## src/rtl/mips_mc_controller_if.sv

```systemverilog
// rtl/mips_mc_controller_if.sv - control bundle between the multicycle controller and its datapath/memory
interface mips_mc_controller_if;
  logic [5:0] op;
  logic [5:0] funct;
  logic       zero;
  logic       memready;
  logic       memreq;
  logic       memwrite;
  logic       memtoreg;
  logic       alusrca;
  logic       regdst;
  logic       regwrite;
  logic       irwrite;
  logic       IorD;
  logic       pcen;
  logic       zeroext;
  logic [1:0] alusrcb;
  logic [1:0] pcsrc;
  logic [2:0] alucontrol;
  logic [3:0] state;

  modport master (
    input  op, funct, zero, memready,
    output memreq, memwrite, memtoreg, alusrca, regdst, regwrite, irwrite,
           IorD, pcen, zeroext, alusrcb, pcsrc, alucontrol, state
  );

  modport slave (
    output op, funct, zero, memready,
    input  memreq, memwrite, memtoreg, alusrca, regdst, regwrite, irwrite,
           IorD, pcen, zeroext, alusrcb, pcsrc, alucontrol, state
  );
endinterface

```

## src/rtl/mips_mc_controller.sv

```systemverilog
// rtl/mips_mc_controller.sv - multicycle MIPS Moore control FSM with memory wait states
module mips_mc_controller #(
  parameter bit MEM_HANDSHAKE = 1'b1,
  parameter bit ENABLE_BNE    = 1'b1,
  parameter bit ENABLE_IMM    = 1'b1
) (
  input logic                  clk,
  input logic                  reset,
  mips_mc_controller_if.master bus
);
  typedef enum logic [3:0] {
    FETCH   = 4'd0,  DECODE  = 4'd1,  MEMADR  = 4'd2,  MEMRD = 4'd3,
    MEMWB   = 4'd4,  MEMWR   = 4'd5,  RTYPEEX = 4'd6,  RTYPEWB = 4'd7,
    BEQEX   = 4'd8,  IMMEX   = 4'd9,  IMMWB   = 4'd10, JEX   = 4'd11,
    BNEEX   = 4'd12
  } state_t;

  localparam logic [5:0] OP_RTYPE = 6'b000000, OP_J    = 6'b000010;
  localparam logic [5:0] OP_BEQ   = 6'b000100, OP_BNE  = 6'b000101;
  localparam logic [5:0] OP_ADDI  = 6'b001000, OP_SLTI = 6'b001010;
  localparam logic [5:0] OP_ANDI  = 6'b001100, OP_ORI  = 6'b001101;
  localparam logic [5:0] OP_LW    = 6'b100011, OP_SW   = 6'b101011;

  state_t     state_q, state_d;
  logic       ready, pcwrite, branch, branchn, is_imm;
  logic [1:0] aluop;

  always_ff @(posedge clk) begin
    if (reset) state_q <= FETCH;
    else       state_q <= state_d;
  end

  // Without the handshake every memory access is treated as completing at once.
  assign ready  = bus.memready | ~MEM_HANDSHAKE;
  assign is_imm = (bus.op == OP_ADDI) ||
                  (ENABLE_IMM && ((bus.op == OP_SLTI) || (bus.op == OP_ANDI) || (bus.op == OP_ORI)));

  always_comb begin
    state_d      = state_q;
    bus.memreq   = 1'b0;
    bus.memwrite = 1'b0;
    bus.memtoreg = 1'b0;
    bus.alusrca  = 1'b0;
    bus.regdst   = 1'b0;
    bus.regwrite = 1'b0;
    bus.irwrite  = 1'b0;
    bus.IorD     = 1'b0;
    bus.zeroext  = 1'b0;
    bus.alusrcb  = 2'b00;
    bus.pcsrc    = 2'b00;
    aluop        = 2'b00;
    pcwrite      = 1'b0;
    branch       = 1'b0;
    branchn      = 1'b0;
    case (state_q)
      FETCH: begin
        bus.memreq  = 1'b1;
        bus.alusrcb = 2'b01;
        bus.irwrite = ready;
        pcwrite     = ready;
        if (ready) state_d = DECODE;
      end
      DECODE: begin
        bus.alusrcb = 2'b11;
        if ((bus.op == OP_LW) || (bus.op == OP_SW)) state_d = MEMADR;
        else if (bus.op == OP_RTYPE)                state_d = RTYPEEX;
        else if (bus.op == OP_BEQ)                  state_d = BEQEX;
        else if (ENABLE_BNE && (bus.op == OP_BNE))  state_d = BNEEX;
        else if (is_imm)                            state_d = IMMEX;
        else if (bus.op == OP_J)                    state_d = JEX;
        else                                        state_d = FETCH;
      end
      MEMADR: begin
        bus.alusrca = 1'b1;
        bus.alusrcb = 2'b10;
        state_d     = (bus.op == OP_SW) ? MEMWR : MEMRD;
      end
      MEMRD: begin
        bus.memreq = 1'b1;
        bus.IorD   = 1'b1;
        if (ready) state_d = MEMWB;
      end
      MEMWB: begin
        bus.regwrite = 1'b1;
        bus.memtoreg = 1'b1;
        state_d      = FETCH;
      end
      MEMWR: begin
        bus.memreq   = 1'b1;
        bus.memwrite = 1'b1;
        bus.IorD     = 1'b1;
        if (ready) state_d = FETCH;
      end
      RTYPEEX: begin
        bus.alusrca = 1'b1;
        aluop       = 2'b10;
        state_d     = RTYPEWB;
      end
      RTYPEWB: begin
        bus.regwrite = 1'b1;
        bus.regdst   = 1'b1;
        state_d      = FETCH;
      end
      BEQEX, BNEEX: begin
        bus.alusrca = 1'b1;
        aluop       = 2'b01;
        bus.pcsrc   = 2'b01;
        branch      = (state_q == BEQEX);
        branchn     = (state_q == BNEEX);
        state_d     = FETCH;
      end
      IMMEX: begin
        bus.alusrca = 1'b1;
        bus.alusrcb = 2'b10;
        aluop       = 2'b11;
        bus.zeroext = (bus.op == OP_ANDI) || (bus.op == OP_ORI);
        state_d     = IMMWB;
      end
      IMMWB: begin
        bus.regwrite = 1'b1;
        state_d      = FETCH;
      end
      JEX: begin
        bus.pcsrc = 2'b10;
        pcwrite   = 1'b1;
        state_d   = FETCH;
      end
      default: state_d = FETCH;
    endcase
  end

  assign bus.pcen  = pcwrite | (branch & bus.zero) | (branchn & ~bus.zero);
  assign bus.state = state_q;

  always_comb begin
    bus.alucontrol = 3'b010;
    case (aluop)
      2'b01: bus.alucontrol = 3'b110;
      2'b10: begin
        case (bus.funct)
          6'b100010: bus.alucontrol = 3'b110;
          6'b100100: bus.alucontrol = 3'b000;
          6'b100101: bus.alucontrol = 3'b001;
          6'b101010: bus.alucontrol = 3'b111;
          default:   bus.alucontrol = 3'b010;
        endcase
      end
      2'b11: begin
        case (bus.op)
          OP_ANDI: bus.alucontrol = 3'b000;
          OP_ORI:  bus.alucontrol = 3'b001;
          OP_SLTI: bus.alucontrol = 3'b111;
          default: bus.alucontrol = 3'b010;
        endcase
      end
      default: bus.alucontrol = 3'b010;
    endcase
  end
endmodule

```

## src/flat_wrapper.sv

```systemverilog
// flat-port wrapper written by rule: the top's interface ports become plain ports
module mips_mc_controller_flat 
#(
  parameter bit MEM_HANDSHAKE = 1'b1,
  parameter bit ENABLE_BNE    = 1'b1,
  parameter bit ENABLE_IMM    = 1'b1
)
  (clk, reset, bus_op, bus_funct, bus_zero, bus_memready, bus_memreq, bus_memwrite, bus_memtoreg, bus_alusrca, bus_regdst, bus_regwrite, bus_irwrite, bus_IorD, bus_pcen, bus_zeroext, bus_alusrcb, bus_pcsrc, bus_alucontrol, bus_state);
  mips_mc_controller_if bus_i ();
  input logic clk;
  input logic reset;
  input wire logic [$bits(bus_i.op)-1:0] bus_op;
  input wire logic [$bits(bus_i.funct)-1:0] bus_funct;
  input wire logic [$bits(bus_i.zero)-1:0] bus_zero;
  input wire logic [$bits(bus_i.memready)-1:0] bus_memready;
  output wire logic [$bits(bus_i.memreq)-1:0] bus_memreq;
  output wire logic [$bits(bus_i.memwrite)-1:0] bus_memwrite;
  output wire logic [$bits(bus_i.memtoreg)-1:0] bus_memtoreg;
  output wire logic [$bits(bus_i.alusrca)-1:0] bus_alusrca;
  output wire logic [$bits(bus_i.regdst)-1:0] bus_regdst;
  output wire logic [$bits(bus_i.regwrite)-1:0] bus_regwrite;
  output wire logic [$bits(bus_i.irwrite)-1:0] bus_irwrite;
  output wire logic [$bits(bus_i.IorD)-1:0] bus_IorD;
  output wire logic [$bits(bus_i.pcen)-1:0] bus_pcen;
  output wire logic [$bits(bus_i.zeroext)-1:0] bus_zeroext;
  output wire logic [$bits(bus_i.alusrcb)-1:0] bus_alusrcb;
  output wire logic [$bits(bus_i.pcsrc)-1:0] bus_pcsrc;
  output wire logic [$bits(bus_i.alucontrol)-1:0] bus_alucontrol;
  output wire logic [$bits(bus_i.state)-1:0] bus_state;
  assign bus_i.op = bus_op;
  assign bus_i.funct = bus_funct;
  assign bus_i.zero = bus_zero;
  assign bus_i.memready = bus_memready;
  assign bus_memreq = bus_i.memreq;
  assign bus_memwrite = bus_i.memwrite;
  assign bus_memtoreg = bus_i.memtoreg;
  assign bus_alusrca = bus_i.alusrca;
  assign bus_regdst = bus_i.regdst;
  assign bus_regwrite = bus_i.regwrite;
  assign bus_irwrite = bus_i.irwrite;
  assign bus_IorD = bus_i.IorD;
  assign bus_pcen = bus_i.pcen;
  assign bus_zeroext = bus_i.zeroext;
  assign bus_alusrcb = bus_i.alusrcb;
  assign bus_pcsrc = bus_i.pcsrc;
  assign bus_alucontrol = bus_i.alucontrol;
  assign bus_state = bus_i.state;
  mips_mc_controller #(.MEM_HANDSHAKE(MEM_HANDSHAKE), .ENABLE_BNE(ENABLE_BNE), .ENABLE_IMM(ENABLE_IMM)) u_core (.clk(clk), .reset(reset), .bus(bus_i));
endmodule
```

## config.mk

```make
export PLATFORM = sky130hd
export DESIGN_NAME = mips_mc_controller_flat
export DESIGN_NICKNAME = d
export VERILOG_FILES = /design/src/rtl/mips_mc_controller_if.sv /design/src/rtl/mips_mc_controller.sv /design/src/flat_wrapper.sv
export SDC_FILE = /design/constraint.sdc
export NUM_CORES = 1
export LEC_CHECK = 0
export CAP_MARGIN = 15
export CORE_MARGIN = 3
export CORE_UTILIZATION = 39
export DETAILED_ROUTE_END_ITERATION = 6
export GPL_TIMING_DRIVEN = 0
export PLACE_DENSITY_LB_ADDON = 0.2
export SLEW_MARGIN = 20
export SYNTH_ARGS = -nofsm -noshare
export SYNTH_HDL_FRONTEND = slang
export SYNTH_SLANG_ARGS = --single-unit
```

## constraint.sdc

```tcl
create_clock -name clk -period 2.7 [get_ports clk]
set_clock_uncertainty 0.2 [all_clocks]
set_input_delay 0.54 -clock clk [delete_from_list [all_inputs] [get_ports clk]]
set_output_delay 0.54 -clock clk [all_outputs]
set_load 0.02 [all_outputs]
```

==> flow_summary.ini <==
[run_status]
status = complete, no violations

[routing]
viasPerCell = 5.671
dr.first_iter.drc_count = 20
num_vias = 828
drt_wl_total_mm = 2.123
wl_per_cell_um = 14.54
ant_nets = 0
drc_errors = 0
first_pass_iters = 4

[power_and_ir_drop]
clkPwrFrac = 0.312
total_switching_power_w = 0.00007793
power.leakage_nw = 0.4330
power_frac_comb = 0.426
ir_drop_uv = 244.7
switching_share = 0.3251
powerDensity_mw_per_mm2 = 231.1
internal-power_w = 0.0001618
p_seq_frac = 0.262

[timing]
timing.setup.tns_ns = 0
post-route-period-util = 0.9693
setup_viol = 0
fmaxAchievable_mhz = 382.1
relSlewSlack = 0.7506
finalHoldViolCount = 0
worst_slew_pin_slew_ns = 0.3732
period_needed_ns = 2.617
rsz0062_at_grt = no
slew_violations = 0

[floorplan]
die_w_um = 45.28
rows = 13
dieArea_sq_mm = 0.002050
die_h_um = 45.28
start_util = 0.4405
coreArea_sq_mm = 0.001366
io_pins = 37

[synth]
synth_edf_count = 0
ys_async_sr_fraction = 0
synth.distinct_cells = 37
synth_area_per_cell_sq_um = 6.542
synth-main-ff-cell = dfxtp_1
synthCells = 92
muxShareOfSynthArea = 0.01663
synth_top_family_by_area = simple AND/OR/NAND/NOR gates
syn_area_sq_um = 601.8
ys_ff_latch = 4
synthSimpleGateAreaFrac = 0.4449
ys_seq_area_frac = 0.1331
synth_warnings = 0
synth_compound_area_frac = 0.2994
synthXorXnorAreaFrac = 0.04366
synth_fa_ha_area_frac = 0
syn-num-nets = 108

[critical_path]
cp.arrival_ns = 1.88
reg2reg_setup_slack_ns = 0.64
reg2reg_from = u_core.bus.state[0]
reg2regPathDepth = 5
worstPathRequired_ns = 1.96
cp-end-kind = output port
worstPathMaxFanout = 4
r2r_end = u_core.bus.state[1]
critical_path_class = in2out
start_kind = primary input

[grt]
antenna_found_initial = 0
grt_first_pass_wirelength_mm = 3.408
overflow = 0
first_global_vias = 747
grt_max_degree = 11
grt_usage = 0.2256

[final_layout]
areaGrowthSynthToFinish_pct = 72.35
stdcell_area_sq_mm = 0.001037
fin_nets = 149
largest_reg_flops = 4
drive_gt1_frac = 0.1832
fill_cells = 120
diodes = 0

[hold_path]
hp-start = u_core.bus.state[1]
min_to = u_core.bus.state[3]
worstHoldPathCells = 3
hp-class = reg2reg

[place]
placed_area_sq_um = 975.9
gp_congestion = 0.7850
dpl.hpwl_mm = 1.596
port_buffers = 35

[clock_tree]
clk_latency_ns = 0.24
cts_hold_buf = 0
clock_path_buffers = 2
cts_tree = yes
clkTransAtPathRegs_ns = 0.03
ctsHtreeMaxLevel = 1
cts-root-buf = clkbuf_4
cts_made_buffers = 3
clock_sinks = 4

[job]
max_cap_violations = 0
## cells by family after synthesis
group	count (synthesis)
AOI/OAI and AO/OA	28
and+or+nand+nor	47
DFF	4
xor gates and xnor gates	3
buffers and inverters	9
muxes	1
## worst max path at each step
| stage | end | depth (start not counted) | start | slack [ns] |
|---|---|---|---|---|
| final | bus_pcen | 5 | bus_memready | 0.08 |
| after global routing | bus_pcsrc[0] | 3 | u_core.bus.state[3] | 0.002 |
| after CTS | bus_memreq | 4 | u_core.bus.state[1] | 0.004 |
| after detailed placement | bus_alucontrol[2] | 5 | bus_op[4] | -0.62 |
| after global placement | bus_alucontrol[2] | 5 | bus_op[4] | -0.59 |
| after floorplan | bus_pcen | 4 | u_core.bus.state[3] | 0.07 |
## timing repair
action | CTS | global route
endpoints found under the setup margin | 11 | 8
pin swaps | 4 | 0
buffers inserted | 1 | 0
resized for setup | 28 | 10
## cell usage after synthesis, types with 3 or more instances
library cell | instances | area share
nand2b_1 | 7 | 0.073
nor2_1 | 12 | 0.075
or2_2 | 3 | 0.031
nand2_1 | 4 | 0.025
a21oi_1 | 11 | 0.091
inv_1 | 3 | 0.019
nor3_1 | 6 | 0.050
nor3b_1 | 4 | 0.050
o21ai_0 | 5 | 0.042
clkbuf_1 | 5 | 0.031
dfxtp_1 | 4 | 0.13
## cell usage in the layout, fill, tap and decap left out, types with 2 or more instances in the layout
cell type,n
nor3b_1,4
clkbuf_4,3
a21oi_1,11
nor3_1,5
buf_4,3
o21ai_0,5
a31oi_1,2
xnor2_1,2
inv_1,3
nor2_1,12
nand2b_1,7
dfxtp_1,3
clkdlybuf4s50_1,23
nand2_1,4
or2_2,3
clkbuf_2,3
dlymetal6s2s_1,4
buf_2,4
dlygate4sd2_1,4
## critical path, cell delays in order
cell and delay, ns:
clkdlybuf4s50_1 0.53, inv_1 0.09, nor4_2 0.26, a211o_1 0.13
dlygate4sd2_1 0.33
## power groups by stage
stage / Clock (W) / Combinational, W / Sequential [W]
3_5_place_dp: 0 / 0.000100 / 0.0000634
3_3_place_gp: 0 / 0.0000982 / 0.0000632
6_report: 0.0000747 / 0.000102 / 0.0000629
4_1_cts: 0.0000766 / 0.000101 / 0.0000625
2_1_floorplan: 0 / 0.0000480 / 0.0000652
5_1_grt: 0.0000831 / 0.000109 / 0.0000630
## layer usage
layer,track usage,routed length [um]
met5,0,0
met4,0.04094,0
met3,0.07171,149
met2,0.3729,1086
met1,0.2874,888
## layout make-up
cell class / count / area [sq um] / share of cell area
Inverter: 3 / 11.26 / 0.01086
Tap cell: 15 / 18.77 / 0.01809
Sequential cell: 4 / 81.33 / 0.07841
Multi-Input combinational cell: 79 / 526.8 / 0.5078
Clock buffer: 3 / 22.52 / 0.02171
Buffer: 6 / 31.28 / 0.03016
Timing Repair Buffer: 36 / 345.3 / 0.3329
## stage by stage
stage	setup slack, ns	utilization	power [W]	hold slack, ns	cells
finish	0.08278	0.7592	0.0002397	0.5251	146
global route	0.001656	0.7592	0.0002552	0.5805	146
CTS	0.003830	0.7445	0.0002399	0.5083	146
detailed placement	-0.6183	0.7143	0.0001636	0.5361	142
global placement	-0.5886	0.7143	0.0001614	0.5313	142
floorplan	0.07285	-	0.0001132	0.4091	92
Power figures use the tool's default switching activity.
